==> src/rtl/fp_add_scheduler_pkg.sv <==
// Shared types and constants for the round-robin FP adder scheduler.
// The tag carries the requester ID alongside each operation in flight.
package fp_sched_pkg;

  localparam int FP_W        = 32;
  localparam int ID_W        = 3;
  localparam int CNT_W       = 3;
  localparam int DEF_N_REQ   = 4;
  localparam int DEF_LATENCY = 5;
  localparam int DEF_MAX_OUT = 3;

  typedef logic [FP_W-1:0] fp_word_t;

  typedef struct packed {
    logic            valid;
    logic [ID_W-1:0] id;
  } tag_t;

  // Next round-robin start position after granting v, wrapping at n.
  function automatic logic [ID_W-1:0] wrap_inc(input logic [ID_W-1:0] v, input int n);
    return (int'(v) == n - 1) ? '0 : v + ID_W'(1);
  endfunction

endpackage

==> src/rtl/fp_add_scheduler_if.sv <==
// Requester handshake, adder operand/result and response signals in one bundle.
// The scheduler takes the slave view; clients plus the adder take the master view.
interface fp_add_scheduler_if import fp_sched_pkg::*; #(
  parameter int N_REQ = DEF_N_REQ
);

  logic [N_REQ-1:0]      req_valid;
  logic [N_REQ-1:0]      req_ready;
  logic [FP_W*N_REQ-1:0] req_a;
  logic [FP_W*N_REQ-1:0] req_b;
  logic                  add_valid;
  fp_word_t              add_a;
  fp_word_t              add_b;
  fp_word_t              add_sum;
  logic [N_REQ-1:0]      resp_valid;
  fp_word_t              resp_data;

  modport master (
    output req_valid, req_a, req_b, add_sum,
    input  req_ready, add_valid, add_a, add_b, resp_valid, resp_data
  );

  modport slave (
    input  req_valid, req_a, req_b, add_sum,
    output req_ready, add_valid, add_a, add_b, resp_valid, resp_data
  );

endinterface

==> src/rtl/fp_add_scheduler_rr_arbiter.sv <==
// Combinational round-robin pick: first eligible index at or after ptr, wrapping.
// The pointer itself is owned by the caller.
module rr_arbiter import fp_sched_pkg::*; #(
  parameter int N = DEF_N_REQ
) (
  input  logic [N-1:0]    eligible,
  input  logic [ID_W-1:0] ptr,
  output logic [N-1:0]    grant,
  output logic [ID_W-1:0] grant_id
);

  logic found;

  always_comb begin
    int idx;
    // NOTE: every output gets a default before the search so no path infers a latch.
    grant    = '0;
    grant_id = '0;
    found    = 1'b0;
    idx      = 0;
    for (int k = 0; k < N; k++) begin
      idx = int'(ptr) + k;
      if (idx >= N) idx = idx - N;
      for (int j = 0; j < N; j++) begin
        if (!found && (j == idx) && eligible[j]) begin
          found    = 1'b1;
          grant[j] = 1'b1;
          grant_id = ID_W'(j);
        end
      end
    end
  end

endmodule

==> src/rtl/fp_add_scheduler.sv <==
// Shares one fixed-latency FP adder among N_REQ requesters with per-requester credits.
// A tag shadow pipeline routes each sum back to the requester that issued it.
module fp_add_scheduler import fp_sched_pkg::*; #(
  parameter int N_REQ   = DEF_N_REQ,
  parameter int LATENCY = DEF_LATENCY,
  parameter int MAX_OUT = DEF_MAX_OUT
) (
  input logic               clk,
  input logic               rst,
  fp_add_scheduler_if.slave bus
);

  logic [N_REQ-1:0] eligible;
  logic [N_REQ-1:0] grant;
  logic [ID_W-1:0]  grant_id;
  logic             issue;
  fp_word_t         sel_a;
  fp_word_t         sel_b;
  logic             retire;
  logic [ID_W-1:0]  retire_id;
  logic [N_REQ-1:0] issue_hit;
  logic [N_REQ-1:0] retire_hit;

  logic [ID_W-1:0]  rr_ptr_q, rr_ptr_d;
  fp_word_t         add_a_q, add_a_d;
  fp_word_t         add_b_q, add_b_d;
  logic [N_REQ-1:0] resp_valid_q, resp_valid_d;
  fp_word_t         resp_data_q, resp_data_d;
  logic [CNT_W-1:0] out_cnt_q [N_REQ];
  logic [CNT_W-1:0] out_cnt_d [N_REQ];

  // Stage 0 is aligned with add_valid; stage LATENCY is aligned with add_sum.
  tag_t tag_q [LATENCY+1];
  tag_t tag_d [LATENCY+1];

  always_comb begin
    for (int i = 0; i < N_REQ; i++) begin
      eligible[i] = bus.req_valid[i] && (out_cnt_q[i] < CNT_W'(MAX_OUT));
    end
  end

  rr_arbiter #(.N(N_REQ)) u_arb (
    .eligible (eligible),
    .ptr      (rr_ptr_q),
    .grant    (grant),
    .grant_id (grant_id)
  );

  assign issue         = !rst && (|grant);
  assign bus.req_ready = rst ? '0 : grant;

  always_comb begin
    sel_a = '0;
    sel_b = '0;
    for (int i = 0; i < N_REQ; i++) begin
      if (grant[i]) begin
        sel_a = bus.req_a[i*FP_W +: FP_W];
        sel_b = bus.req_b[i*FP_W +: FP_W];
      end
    end
  end

  assign retire    = tag_q[LATENCY].valid;
  assign retire_id = tag_q[LATENCY].id;

  always_comb begin
    for (int i = 0; i < N_REQ; i++) begin
      issue_hit[i]  = issue && grant[i];
      retire_hit[i] = retire && (retire_id == ID_W'(i));
    end
  end

  always_comb begin
    rr_ptr_d     = rr_ptr_q;
    add_a_d      = add_a_q;
    add_b_d      = add_b_q;
    resp_valid_d = retire_hit;
    resp_data_d  = resp_data_q;

    tag_d[0].valid = issue;
    tag_d[0].id    = grant_id;
    for (int s = 1; s <= LATENCY; s++) begin
      tag_d[s] = tag_q[s-1];
    end

    if (issue) begin
      rr_ptr_d = wrap_inc(grant_id, N_REQ);
      add_a_d  = sel_a;
      add_b_d  = sel_b;
    end

    if (retire) begin
      resp_data_d = bus.add_sum;
    end

    // Same-cycle issue and retire for one requester cancel out.
    for (int i = 0; i < N_REQ; i++) begin
      out_cnt_d[i] = out_cnt_q[i];
      if (issue_hit[i] && !retire_hit[i]) begin
        out_cnt_d[i] = out_cnt_q[i] + CNT_W'(1);
      end else if (retire_hit[i] && !issue_hit[i]) begin
        out_cnt_d[i] = out_cnt_q[i] - CNT_W'(1);
      end
    end
  end

  // NOTE: state updates use non-blocking assignments so every stage samples pre-edge values.
  always_ff @(posedge clk) begin
    if (rst) begin
      rr_ptr_q     <= '0;
      add_a_q      <= '0;
      add_b_q      <= '0;
      resp_valid_q <= '0;
      resp_data_q  <= '0;
      // NOTE: every tag stage is cleared; a stale valid bit would retire a phantom op after reset.
      for (int s = 0; s <= LATENCY; s++) begin
        tag_q[s] <= '0;
      end
      for (int i = 0; i < N_REQ; i++) begin
        out_cnt_q[i] <= '0;
      end
    end else begin
      rr_ptr_q     <= rr_ptr_d;
      add_a_q      <= add_a_d;
      add_b_q      <= add_b_d;
      resp_valid_q <= resp_valid_d;
      resp_data_q  <= resp_data_d;
      for (int s = 0; s <= LATENCY; s++) begin
        tag_q[s] <= tag_d[s];
      end
      for (int i = 0; i < N_REQ; i++) begin
        out_cnt_q[i] <= out_cnt_d[i];
      end
    end
  end

  assign bus.add_valid  = tag_q[0].valid;
  assign bus.add_a      = add_a_q;
  assign bus.add_b      = add_b_q;
  assign bus.resp_valid = resp_valid_q;
  assign bus.resp_data  = resp_data_q;

endmodule

==> src/flat_wrapper.sv <==
// flat-port wrapper written by rule: the top's interface ports become plain ports
module fp_add_scheduler_flat import fp_sched_pkg::*;
#(
  parameter int N_REQ   = DEF_N_REQ,
  parameter int LATENCY = DEF_LATENCY,
  parameter int MAX_OUT = DEF_MAX_OUT
)
  (clk, rst, bus_req_valid, bus_req_a, bus_req_b, bus_add_sum, bus_req_ready, bus_add_valid, bus_add_a, bus_add_b, bus_resp_valid, bus_resp_data);
  fp_add_scheduler_if #(.N_REQ(N_REQ)) bus_i ();
  input logic clk;
  input logic rst;
  input wire logic [$bits(bus_i.req_valid)-1:0] bus_req_valid;
  input wire logic [$bits(bus_i.req_a)-1:0] bus_req_a;
  input wire logic [$bits(bus_i.req_b)-1:0] bus_req_b;
  input wire logic [$bits(bus_i.add_sum)-1:0] bus_add_sum;
  output wire logic [$bits(bus_i.req_ready)-1:0] bus_req_ready;
  output wire logic [$bits(bus_i.add_valid)-1:0] bus_add_valid;
  output wire logic [$bits(bus_i.add_a)-1:0] bus_add_a;
  output wire logic [$bits(bus_i.add_b)-1:0] bus_add_b;
  output wire logic [$bits(bus_i.resp_valid)-1:0] bus_resp_valid;
  output wire logic [$bits(bus_i.resp_data)-1:0] bus_resp_data;
  assign bus_i.req_valid = bus_req_valid;
  assign bus_i.req_a = bus_req_a;
  assign bus_i.req_b = bus_req_b;
  assign bus_i.add_sum = bus_add_sum;
  assign bus_req_ready = bus_i.req_ready;
  assign bus_add_valid = bus_i.add_valid;
  assign bus_add_a = bus_i.add_a;
  assign bus_add_b = bus_i.add_b;
  assign bus_resp_valid = bus_i.resp_valid;
  assign bus_resp_data = bus_i.resp_data;
  fp_add_scheduler #(.N_REQ(N_REQ), .LATENCY(LATENCY), .MAX_OUT(MAX_OUT)) u_core (.clk(clk), .rst(rst), .bus(bus_i));
endmodule
==> config.mk <==
export PLATFORM = sky130hd
export DESIGN_NAME = fp_add_scheduler_flat
export DESIGN_NICKNAME = d
export VERILOG_FILES = /design/src/rtl/fp_add_scheduler_pkg.sv /design/src/rtl/fp_add_scheduler_if.sv /design/src/rtl/fp_add_scheduler_rr_arbiter.sv /design/src/rtl/fp_add_scheduler.sv /design/src/flat_wrapper.sv
export SDC_FILE = /design/constraint.sdc
export NUM_CORES = 1
export LEC_CHECK = 0
export ABC_CLOCK_PERIOD_IN_PS = 2900
export BUFFER_PORTS_ARGS = -buffer_cell sky130_fd_sc_hd__buf_2
export CAP_MARGIN = 20
export CORE_AREA = 2 2 156 158
export DETAILED_ROUTE_END_ITERATION = 8
export DIE_AREA = 0 0 158 160
export SKIP_LAST_GASP = 1
export SLEW_MARGIN = 25
export SYNTH_ARGS = -nofsm -noshare
export SYNTH_HDL_FRONTEND = slang
export SYNTH_HIERARCHICAL = 1
export SYNTH_SLANG_ARGS = --single-unit
==> constraint.sdc <==
create_clock -name clk -period 2.9 [get_ports clk]
set_input_delay 0.145 -clock clk [delete_from_list [all_inputs] [get_ports clk]]
set_output_delay 0.145 -clock clk [all_outputs]
set_load 0.05 [all_outputs]
==> results.txt <==
----------------------------------------------------
[Final layout]
  Layout overhead on the synthesized area ... 46.6%
  Summed area of non-filler cells in the final layout ... 10,700 sq um
  Area used by sequential logic in the layout ... 2790 sq um
  Fin nets ... 1,533
  Layout cell share with drive strength beyond 1 ... 40.3%
  Share of the core filled with cells in the final layout ... 44.8%
  Commonest non-fill, non-tap cell in the layout ... sky130_fd_sc_hd__buf_2
  Fillers ... 2,421
  Combined area of the multi-input logic cells ... 3930 sq um
  Commonest cells after routing, fill and taps aside ... sky130_fd_sc_hd__buf_2 (398), sky130_fd_sc_hd__dfxtp_1 (130), sky130_fd_sc_hd__inv_1 (75), sky130_fd_sc_hd__a21oi_1 (75), sky130_fd_sc_hd__nand3b_1 (68)
  Post-route non-filler standard cell count ... 1,573

[Power]
  Power density cells ... 954 nW/um^2
  Switching share of power ... 45.6%
  Clock network power share ... 21.3%
  Highest ir drop seen on vdd ... 468 uV
  Switching power summed over all nets ... 4.64 mW
  Pleak ... 4.81 nW
  Total power draw ... 10.2 mW
  Internal power contribution ... 5.54 mW
  Portion of total power attributed to combinational logic ... 52.2%
  Share of power burned in registers ... 26.6%

[Synth]
  Leading register cell type out of synthesis ... sky130_fd_sc_hd__dfxtp_1
  Synth Area in Compound Gates ... 23.3%
  Biggest area contributors in the synthesized netlist ... sky130_fd_sc_hd__dfxtp_1 (38%), sky130_fd_sc_hd__a32o_1 (8.8%), sky130_fd_sc_hd__nand3b_1 (7.0%), sky130_fd_sc_hd__o211ai_1 (6.6%), sky130_fd_sc_hd__nand2b_1 (5.8%)
  Xor/xnor share of the synthesized area ... 0.964%
  Adder-Cell Fraction of Synth Area ... 1.96%
  Synth async-reset ratio ... 0%
  Share of synthesized cell area in and, or, nand and nor gates ... 21.3%
  Combinational family with the most area after synthesis ... compound AO/OA/AOI/OAI gates
  Share of synthesized area occupied by flip-flops and latches ... 38.3%
  Instance count of the mapped netlist ... 819
  Multiplexer share of the synthesized area ... 5.09%
  Synthesized area per cell ... 8.88 sq um
  Cell area after synthesis ... 7270 sq um
  Cell type with the largest total area after synthesis ... sky130_fd_sc_hd__dfxtp_1
  Proportion of netlist area held by the largest area contributor ... 38.3%
  Number of enable-type register cells in the synthesized netlist ... 0
  Syn nets ... 1,122
  Yosys reg bits ... 139
  Count of unique library cells instantiated by Yosys ... 51
  Synthesis warning total ... 6

[GRT]
  Initial antenna violation count ... 7
  Vias in the first global route ... 7,540
  Overflow left after global routing ... 0
  Pin count of the biggest net entering global routing ... 79
  Total Routing Usage GR ... 19.8%
  Wire length of the first global-routing pass ... 39.2 mm

[Placed design]
  Port Buffers ... 398
  Placed Cells ... 1,495
  Final estimated routing congestion in global placement ... 0.881
  Standard cell area after detailed placement ... 9610 sq um
  Detailed placement HPWL ... 18.8 mm
  Worst setup slack before clock tree synthesis ... -0.0282 ns

[Critical path]
  Crit path capture type ... flop
  Nature of the critical path startpoint ... flop
  Kind of cell with the highest combined delay on the critical path ... compound AO/OA/AOI/OAI gates
  Worst path slowest cell ... sky130_fd_sc_hd__or3_1
  Cell breakdown of the critical path ... a211oi_1 -> buf_4 -> nor2_1 -> a31oi_1 -> a211oi_2 -> o21a_2 -> nor2b_4 -> ha_4 -> inv_1 -> fa_2 -> xor2_1 -> or3_1 -> a21oi_2
  Maximum single-stage delay on the critical path ... 0.39 ns
  Crit Path Max Fanout ... 9
  Number of buffer and inverter instances along the worst setup path ... 2
  Critical path class ... reg2reg
  Signal arrival time at the worst endpoint ... 3.14 ns
  CP required ... 3.24 ns

[Clock tree]
  Root buffer cell ... sky130_fd_sc_hd__clkbuf_16
  TritonCTS Buffers ... 17
  Clock tree from TritonCTS ... built
  Insertion delay of the later-clocked pin in the worst-skew pair ... 0.41 ns
  Buffer levels on the longest clock path ... 2
  Clock-pin transition on the worst setup and hold timing paths ... 0.06 ns
  TritonCTS sink count ... 139
  Depth of the CTS H-tree ... 4

[Floorplan]
  Number of top-level design ports ... 399
  Num rows ... 57
  Initial cell density of the core ... 30.5%
  Floorplan die area ... 25,300 sq um
  Die Ht ... 160 microns
  Floorplan die width ... 158 microns
  Placeable core region ... 23,800 sq um

[Detailed routing]
  Remaining antenna violation count after routing ... 0
  Detail-routed via count per cell ... 4.87
  Wirelength per Cell ... 16.7 microns
  Routed wire length ... 26.3 mm
  First-pass iteration count of the detailed router ... 5
  Vias after detailed routing ... 7,662
  Post-detailed-route DRC marker count ... 0
  Initial DRC Count ... 545

[Timing]
  Transition time at the pin with the least slew margin ... 0.651 ns
  Setup ws final ... 0.103 ns
  Period Utilization, post-route ... 96.5%
  Post-Route Skew ... 0.0116 ns
  Peak clock frequency supported by timing ... 0.358 GHz
  Final hold violation count ... 0
  Max-slew headroom ... 56.5%
  Final setup violating endpoints ... 0
  Final Max Slew Viols ... 0
  Post-Route Hold Slack ... 0.0273 ns
  Sum of negative setup slack ... 0 ns
  Final Critical Period ... 2.80 ns
  Unrepaired setup endpoints after global routing ... yes

[Job]
  Max-capacitance violation count ... 0

[Status]
  Status ... complete, no violations

[Hold path]
  Path class of the lowest-slack min-delay path ... in2reg

----------------------------------------------------
==> cell families (layout without fill, tap and decap cells) <==
kind of cell,Yosys count,after routing
compound gates,229,229
xor+xnor,8,8
fa+ha+maj,9,9
buf+inv,149,573
flops,139,139
mux,37,37
other cells,1,7
simple gates,247,247
==> worst paths after layout <==
kind | startpoint | endpoint | slack [ns] | cells after the start
max | u_core/out_cnt_q[1][1]$_SDFFE_PP0P_ | u_core/out_cnt_q[1][2]$_SDFFE_PP0P_ | 0.10 | 13
max reg2reg | u_core/out_cnt_q[1][1]$_SDFFE_PP0P_ | u_core/out_cnt_q[1][2]$_SDFFE_PP0P_ | 0.10 | 13
min reg2reg | u_core/tag_q[0][10]$_SDFF_PP0_ | u_core/tag_q[0][14]$_SDFF_PP0_ | 0.43 | 1
min | bus_add_sum[23] | u_core/bus.resp_data[23]$_SDFFE_PP0P_ | 0.03 | 3
==> power groups by stage <==
stage | Combinational (mW) | Sequential [mW] | Clock (mW)
finish | 5.31 | 2.71 | 2.16
global route | 5.69 | 2.77 | 2.32
CTS | 5.28 | 2.69 | 2.23
detailed placement | 5.21 | 2.73 | 0
global placement | 5.18 | 2.71 | 0
floorplan | 2.40 | 4.08 | 0
==> per-layer routing <==
metal / vias to the layer above / track usage [%] / part of all wire (%)
li1: 3743 / - / -
met1: 3580 / 21.6 / 39
met2: 302 / 36.2 / 51
met3: 35 / 5.94 / 8.1
met4: 2 / 6.22 / 2.1
met5: - / 0 / 0.046
==> cell type report <==
cell class | instances | area share, %
Timing Repair Buffer | 465 | 25.0
Tap cell | 324 | 3.80
Inverter | 76 | 2.68
Clock buffer | 19 | 4.06
Sequential cell | 139 | 26.2
Multi-Input combinational cell | 531 | 36.8
Antenna cell | 6 | 0.141
Clock inverter | 13 | 1.34
==> what timing repair did <==
action                     4_1_cts  5_1_grt
resized for setup                4       17
hold buffers                    30        0
setup endpoints to repair        2       62
setup buffers                    2        8
pin swaps                        2        9
hold endpoints to repair        30        0
==> worst register-to-register path, stage by stage (launching register included) <==
cell and delay, ns:
sky130_fd_sc_hd__dfxtp_2 0.35, sky130_fd_sc_hd__a211oi_1 0.08, sky130_fd_sc_hd__buf_4 0.17, sky130_fd_sc_hd__nor2_1 0.14
sky130_fd_sc_hd__a31oi_1 0.12, sky130_fd_sc_hd__a211oi_2 0.25, sky130_fd_sc_hd__o21a_2 0.25, sky130_fd_sc_hd__nor2b_4 0.19
sky130_fd_sc_hd__ha_4 0.15, sky130_fd_sc_hd__inv_1 0.05, sky130_fd_sc_hd__fa_2 0.33, sky130_fd_sc_hd__xor2_1 0.15
sky130_fd_sc_hd__or3_1 0.39, sky130_fd_sc_hd__a21oi_2 0.12
==> flip-flops by register name, indices dropped and copies added (netlist names) <==
signal / count
u_core/bus.resp_data: 32
u_core/bus.add_a: 32
u_core/out_cnt_q: 12
u_core/bus.add_b: 32
u_core/rr_ptr_q: 3
u_core/tag_q: 24
u_core/bus.resp_valid: 4
==> Yosys cell counts, types with 6 or more instances <==
cell and count:
sky130_fd_sc_hd__nor2b_1 33, sky130_fd_sc_hd__a21oi_1 76, sky130_fd_sc_hd__dfxtp_1 139, sky130_fd_sc_hd__nand3b_1 68, sky130_fd_sc_hd__nand2b_1 67, sky130_fd_sc_hd__nand2_1 6
sky130_fd_sc_hd__mux2i_1 37, sky130_fd_sc_hd__buf_1 6, sky130_fd_sc_hd__clkbuf_1 37, sky130_fd_sc_hd__nor2_1 51, sky130_fd_sc_hd__xor2_1 8, sky130_fd_sc_hd__o211ai_1 64
sky130_fd_sc_hd__a32o_1 64, sky130_fd_sc_hd__buf_6 9, sky130_fd_sc_hd__inv_1 75, sky130_fd_sc_hd__buf_2 19
Note: power is estimated with default switching activity, not from simulation.
